===== src/rtl/sprite_pixel_reader_if.sv =====
// Sprite ROM read port: registered address/strobe out, palette index data back.
interface sprite_pixel_reader_if #(
   parameter int unsigned IDX_W = 4
);
   logic [20:0]      rom_addr;
   logic             rom_rd;
   logic [IDX_W-1:0] rom_data;

   modport master (
      output rom_addr,
      output rom_rd,
      input  rom_data
   );

   modport slave (
      input  rom_addr,
      input  rom_rd,
      output rom_data
   );
endinterface


===== src/rtl/sprite_pixel_reader.sv =====
// Sprite ROM reader: resolves transparency against the background index, keeps DrawX/DrawY
// aligned with ROM latency, counts opaque pixels per frame and flags bad sprite addresses.
module sprite_pixel_reader #(
   parameter int unsigned ROM_LATENCY  = 2,
   parameter int unsigned SPRITE_DEPTH = 101240,
   parameter int unsigned IDX_W        = 4
) (
   input  logic                  Clk,
   input  logic                  Reset,
   input  logic                  playerOn,
   input  logic [20:0]           spriteAddress,
   input  logic [9:0]            DrawX,
   input  logic [9:0]            DrawY,
   input  logic [IDX_W-1:0]      bgIndex,
   input  logic                  errClear,
   sprite_pixel_reader_if.master rom,
   output logic [IDX_W-1:0]      pixelIndex,
   output logic [9:0]            pixelX,
   output logic [9:0]            pixelY,
   output logic                  pixelSprite,
   output logic [16:0]           opaqueCount,
   output logic                  addrErr
);
   localparam logic [16:0] COUNT_MAX = '1;

   logic                   inRange;
   logic                   reqHit;
   logic                   reqErr;

   // Stage 0 is the input register; the last stage lines up with rom_data.
   logic [ROM_LATENCY-1:0] hitPipe;
   logic [IDX_W-1:0]       bgPipe [ROM_LATENCY];
   logic [9:0]             xPipe  [ROM_LATENCY];
   logic [9:0]             yPipe  [ROM_LATENCY];

   logic                   spriteHit;
   logic [IDX_W-1:0]       nextIndex;
   logic                   frameStart;
   logic [16:0]            accCount;
   logic [16:0]            accNext;

   always_comb begin
      inRange = {11'd0, spriteAddress} < SPRITE_DEPTH;
      reqHit  = playerOn & inRange;
      reqErr  = playerOn & ~inRange;
   end

   always_ff @(posedge Clk or posedge Reset) begin
      if (Reset) begin
         rom.rom_rd   <= 1'b0;
         rom.rom_addr <= '0;
         hitPipe      <= '0;
         for (int i = 0; i < ROM_LATENCY; i++) begin
            bgPipe[i] <= '0;
            xPipe[i]  <= '0;
            yPipe[i]  <= '0;
         end
      end else begin
         rom.rom_rd <= reqHit;
         if (reqHit) begin
            rom.rom_addr <= spriteAddress;
         end
         hitPipe[0] <= reqHit;
         bgPipe[0]  <= bgIndex;
         xPipe[0]   <= DrawX;
         yPipe[0]   <= DrawY;
         for (int i = 1; i < ROM_LATENCY; i++) begin
            hitPipe[i] <= hitPipe[i-1];
            bgPipe[i]  <= bgPipe[i-1];
            xPipe[i]   <= xPipe[i-1];
            yPipe[i]   <= yPipe[i-1];
         end
      end
   end

   // Without a hit the ROM word is stale, so it must not influence the result.
   always_comb begin
      spriteHit = hitPipe[ROM_LATENCY-1] & (rom.rom_data != '0);
      nextIndex = spriteHit ? rom.rom_data : bgPipe[ROM_LATENCY-1];
   end

   always_ff @(posedge Clk or posedge Reset) begin
      if (Reset) begin
         pixelIndex  <= '0;
         pixelSprite <= 1'b0;
         pixelX      <= '0;
         pixelY      <= '0;
      end else begin
         pixelIndex  <= nextIndex;
         pixelSprite <= spriteHit;
         pixelX      <= xPipe[ROM_LATENCY-1];
         pixelY      <= yPipe[ROM_LATENCY-1];
      end
   end

   // The (0,0) pixel belongs to the new frame, so it seeds the accumulator.
   always_comb begin
      frameStart = (pixelX == '0) && (pixelY == '0);
      if (frameStart) begin
         accNext = {16'd0, pixelSprite};
      end else if (pixelSprite && (accCount != COUNT_MAX)) begin
         accNext = accCount + 17'd1;
      end else begin
         accNext = accCount;
      end
   end

   always_ff @(posedge Clk or posedge Reset) begin
      if (Reset) begin
         accCount    <= '0;
         opaqueCount <= '0;
      end else begin
         accCount <= accNext;
         if (frameStart) begin
            opaqueCount <= accCount;
         end
      end
   end

   always_ff @(posedge Clk or posedge Reset) begin
      if (Reset) begin
         addrErr <= 1'b0;
      end else if (reqErr) begin
         addrErr <= 1'b1;
      end else if (errClear) begin
         addrErr <= 1'b0;
      end
   end
endmodule

===== src/flat_wrapper.sv =====
// flat-port wrapper written by rule: the top's interface ports become plain ports
module sprite_pixel_reader_flat 
#(
   parameter int unsigned ROM_LATENCY  = 2,
   parameter int unsigned SPRITE_DEPTH = 101240,
   parameter int unsigned IDX_W        = 4
)
  (Clk, Reset, playerOn, spriteAddress, DrawX, DrawY, bgIndex, errClear, pixelIndex, pixelX, pixelY, pixelSprite, opaqueCount, addrErr, rom_rom_addr, rom_rom_rd, rom_rom_data);
  sprite_pixel_reader_if #(.IDX_W(IDX_W)) rom_i ();
  input  logic Clk;
  input  logic Reset;
  input  logic playerOn;
  input  logic [20:0] spriteAddress;
  input  logic [9:0] DrawX;
  input  logic [9:0] DrawY;
  input  logic [IDX_W-1:0] bgIndex;
  input  logic errClear;
  output logic [IDX_W-1:0] pixelIndex;
  output logic [9:0] pixelX;
  output logic [9:0] pixelY;
  output logic pixelSprite;
  output logic [16:0] opaqueCount;
  output logic addrErr;
  output wire logic [$bits(rom_i.rom_addr)-1:0] rom_rom_addr;
  output wire logic [$bits(rom_i.rom_rd)-1:0] rom_rom_rd;
  input wire logic [$bits(rom_i.rom_data)-1:0] rom_rom_data;
  assign rom_rom_addr = rom_i.rom_addr;
  assign rom_rom_rd = rom_i.rom_rd;
  assign rom_i.rom_data = rom_rom_data;
  sprite_pixel_reader #(.ROM_LATENCY(ROM_LATENCY), .SPRITE_DEPTH(SPRITE_DEPTH), .IDX_W(IDX_W)) u_core (.Clk(Clk), .Reset(Reset), .playerOn(playerOn), .spriteAddress(spriteAddress), .DrawX(DrawX), .DrawY(DrawY), .bgIndex(bgIndex), .errClear(errClear), .rom(rom_i), .pixelIndex(pixelIndex), .pixelX(pixelX), .pixelY(pixelY), .pixelSprite(pixelSprite), .opaqueCount(opaqueCount), .addrErr(addrErr));
endmodule

===== config.mk =====
export PLATFORM = sky130hd
export DESIGN_NAME = sprite_pixel_reader_flat
export DESIGN_NICKNAME = d
export VERILOG_FILES = /design/src/rtl/sprite_pixel_reader_if.sv /design/src/rtl/sprite_pixel_reader.sv /design/src/flat_wrapper.sv
export SDC_FILE = /design/constraint.sdc
export NUM_CORES = 1
export LEC_CHECK = 0
export CAP_MARGIN = 20
export CELL_PAD_IN_SITES_DETAIL_PLACEMENT = 1
export CELL_PAD_IN_SITES_GLOBAL_PLACEMENT = 2
export CORE_UTILIZATION = 30
export DETAILED_ROUTE_END_ITERATION = 16
export GPL_ROUTABILITY_DRIVEN = 0
export PLACE_DENSITY_LB_ADDON = 0.1
export SETUP_SLACK_MARGIN = 0.5
export SLEW_MARGIN = 10
export SYNTH_ARGS = -nofsm -noshare
export SYNTH_HDL_FRONTEND = slang
export SYNTH_SLANG_ARGS = --single-unit

===== constraint.sdc =====
create_clock -name Clk -period 6.05 [get_ports Clk]
set_clock_uncertainty 0.1 [all_clocks]
set_input_delay 1.21 -clock Clk [delete_from_list [all_inputs] [get_ports Clk]]
set_output_delay 1.21 -clock Clk [all_outputs]
set_load 0.005 [all_outputs]

==> Implementation_results.wiki <==
{| class="wikitable"
! Metric !! Value
|-
| Min Clock Period, post-route || between 3 and 4 ns
|-
| Setup TNS || 0 ns
|-
| Placed cell count || 570
|-
| Drt initial violations || 99
|-
| Compound-Gate Fraction of Synth Area || 0.0183
|-
| Drt total wl || 9300 microns
|-
| Final worst path period share || 0.540
|-
| Worst hold-check path type || register to register
|-
| Number of maximum-capacitance constraint violations || 0
|-
| Vias in the first global route || a little under 3000
|-
| FF-to-FF path depth || 8
|-
| Mux contribution to synthesized area || 0.0972
|-
| Reg2reg start || u_core.accCount[0]$_DFFE_PP0P_
|-
| Startpoint of the worst hold path || u_core.xPipe[16]$_DFF_PP0_
|-
| Worst hold slack after final layout || ~0.25 ns
|-
| Commonest cells after routing, fill and taps aside || sky130_fd_sc_hd__dfrtp_1, sky130_fd_sc_hd__clkdlybuf4s50_1, sky130_fd_sc_hd__mux2_2
|-
| Kind of cell with the highest combined delay on the critical path || compound AO/OA/AOI/OAI gates
|-
| Xor/xnor cell area share of the yosys netlist || 0.0261
|-
| Cells traversed along the worst timing path || clkdlybuf4s50_1 > a2111oi_0 > o21ai_1 > a31oi_4 > mux2_2
|-
| Kind of launch point of the worst setup path || primary input
|-
| Clock-pin slew on the worst setup and hold paths || about 0.060 ns
|-
| Synth Net Count || around 330
|-
| Crit. End Element || register
|-
| Yosys synthesis warning count || 0
|-
| Vias per inst || 4.44
|-
| Latest clock arrival within the worst-skew pair || 0.41 ns
|-
| Fin cells || approximately 600
|-
| Pins over their slew limit || 0
|-
| Start point of the critical path || spriteAddress[10]
|-
| Post-layout total power || 2.12 mW
|-
| WP buf/inv || 1
|-
| Chip height || approximately 120 microns
|-
| Setup repair after global routing missed its margin || no
|-
| Mapped Cells || roughly 280
|-
| Resized cells post-CTS || 0
|-
| Post-route setup slack || 2.78 ns
|-
| PortBufs || roughly 120
|-
| Post-detailed-placement half-perimeter wirelength || about 6500 microns
|-
| DR DRC count || 0
|-
| F_max || slightly above 300 MHz
|-
| I/O pins || 118
|-
| Post-Synth Adder-Cell Area || 0.00573
|-
| Worst setup timing slack at the placement stage || ~2.3 ns
|-
| Number of nets in the layout || 464
|-
| Fill cells || between 1000 and 1500
|-
| Simple-gate share of the synthesized area || 0.0877
|-
| Total CTS buffers || 17
|-
| Count of nets left with antenna violations after detail routing || 0
|-
| Placeable Area || about 0.014 sq mm
|-
| Transition time at the pin with the least slew margin || about 0.82 ns
|-
| Wire per inst || approximately 15 microns
|-
| CP peak stage delay || 0.66 ns
|-
| Fraction of layout instances using a drive strength above 1 || 0.173
|-
| Power density normalized to cell area || 335 mW/mm^2
|-
| CTS tree || done
|-
| Global routing usage summed across all routing layers || 0.142
|-
| Final hold vios || 0
|-
| Wire length of the first global-routing pass || 15400 microns
|-
| Final core utilization || 0.449
|-
| Run status || finished, final reports clean
|-
| Synthesis-stage register bit count || between 100 and 150
|-
| Signed area change from the synthesized netlist to the final layout || 44.6%
|-
| TritonCTS sink count || 131
|-
| Maximum buffer depth of the clock tree || 2
|-
| Cell area after layout || 0.00631 sq mm
|-
| VDD IR-drop max || between 200 and 300 uV
|-
| Crit path required time || roughly 6.2 ns
|-
| Most common cell after layout, fill and taps aside || sky130_fd_sc_hd__dfrtp_1
|-
| Worst Hold Path Cells || 0
|-
| Die footprint || about 0.015 sq mm
|-
| Maximum fanout encountered on the critical timing path || 22
|-
| Buffer count from post-CTS setup fixing || 0
|-
| Total grt overflow || 0
|-
| Post-synth design cell area || between 0.004 and 0.005 sq mm
|-
| Maximum number of pins on one net before global-route repair || about 70
|-
| Dominant combinational cell family by area after synthesis || multiplexers
|-
| Standard-cell rows || 43
|-
| Syn avg cell area || approximately 16 sq um
|-
| Library cell used as clock root buffer || sky130_fd_sc_hd__clkbuf_16
|-
| Sequential cell area fraction in the yosys report || 0.751
|-
| Post-CTS Hold Buffers || 0
|-
| Crit Path Class || primary input to register
|-
| Total via count after detailed routing || around 2700
|-
| Library cells used by synthesis || 34
|-
| WP depth || 5
|-
| Final setup violation count || 0
|-
| Worst slew margin || 0.447
|-
| Endpoint arrival time on the critical path || roughly 3.5 ns
|-
| Library cell contributing the largest single delay on the critical path || sky130_fd_sc_hd__a31oi_4
|-
| Antenna diode instance count || 0
|-
| CTS H-Tree Depth || 4
|-
| Leakage component of the power || 2.78 nW
|-
| Initial cell density of the core || 0.311
|-
| Post-detailed-placement cell area || 0.00574 sq mm
|-
| Drt first pass iters || 4
|-
| Die X || 123 microns
|-
| Antenna violations before repair || 0
|}
sequential cells by signal, indices dropped and copies added (netlist names):
name / cells
u_core.rom.rom_addr: 21
u_core.pixelSprite: 1
u_core.pixelX: 10
u_core.opaqueCount: 17
u_core.accCount: 17
u_core.pixelIndex: 4
u_core.yPipe: 20
u_core.hitPipe: 2
u_core.addrErr: 1
u_core.xPipe: 20
u_core.pixelY: 10
u_core.bgPipe: 8
power by group:
part	switching [mW]	total [mW]	leakage [nW]	internal, mW
sequential	0.0363	0.972	1.63	0.936
combinational	0.0631	0.184	0.884	0.121
clock	0.403	0.961	0.267	0.558
cell type report:
| class | instances | area [sq um] | area share |
|---|---|---|---|
| clock inverters | 13 | 114 | 0.0180 |
| clock buffers | 19 | 453 | 0.0718 |
| repair buffers | 120 | 1190 | 0.189 |
| flip-flops and latches | 131 | 3280 | 0.519 |
| well taps | 180 | 225 | 0.0357 |
| multi-input cells | 134 | 1030 | 0.163 |
| inverters | 5 | 21.3 | 0.00337 |
metal layers:
metal | part of all wire | global-route usage | vias to the layer above
li1 | - | - | 1224
met1 | 0.40 | 0.157 | 1371
met4 | 0.020 | 0.0686 | 0
met5 | 0 | 0 | -
met3 | 0.065 | 0.0595 | 13
met2 | 0.52 | 0.234 | 63
final timing paths:
| kind | slack, ns | end |
|---|---|---|
| min in group asynchronous | 1.05 | u_core.rom.rom_addr[2]$_DFFE_PP0P_ |
| max in group asynchronous | 3.63 | u_core.xPipe[18]$_DFF_PP0_ |
| worst min-delay path | 0.25 | u_core.xPipe[6]$_DFF_PP0_ |
| worst max-delay path | 2.78 | u_core.rom.rom_addr[5]$_DFFE_PP0P_ |
| worst min register to register | 0.25 | u_core.xPipe[6]$_DFF_PP0_ |
| worst max register to register | 3.37 | u_core.accCount[15]$_DFFE_PP0P_ |
cells in the mapped netlist, drive strengths merged:
master / count / area [sq um]
a2111oi: 1 / 8.76
a21oi: 1 / 5.00
a22o: 1 / 8.76
a31oi: 1 / 21.3
a41oi: 1 / 8.76
and2: 2 / 12.5
and3: 4 / 25.0
and4: 3 / 26.3
and4b: 1 / 10.0
buf: 5 / 37.5
clkbuf: 1 / 3.75
dfrtp: 131 / 3280
ha: 2 / 25.0
inv: 5 / 18.8
mux2: 35 / 394
mux2i: 3 / 30.0
nand2: 16 / 60.1
nand3: 4 / 20.0
nand4: 6 / 37.5
nand4b: 2 / 17.5
nor2: 17 / 66.3
nor2b: 5 / 31.3
nor3: 2 / 10.0
nor4: 8 / 50.1
nor4bb: 1 / 10.0
o21ai: 2 / 10.0
o221ai: 1 / 8.76
o41ai: 1 / 8.76
or3: 1 / 6.26
xnor2: 6 / 52.6
xor2: 7 / 61.3
cell families (layout without fill, tap and decap cells):
family,Yosys count,in the layout
adders and majority gates,2,2
DFF,131,131
muxes,38,38
AOI/OAI and AO/OA,9,9
buffers and inverters,11,157
and+or+nand+nor,72,72
xor gates and xnor gates,13,13
No activity file was read; power rests on OpenSTA's default activity.
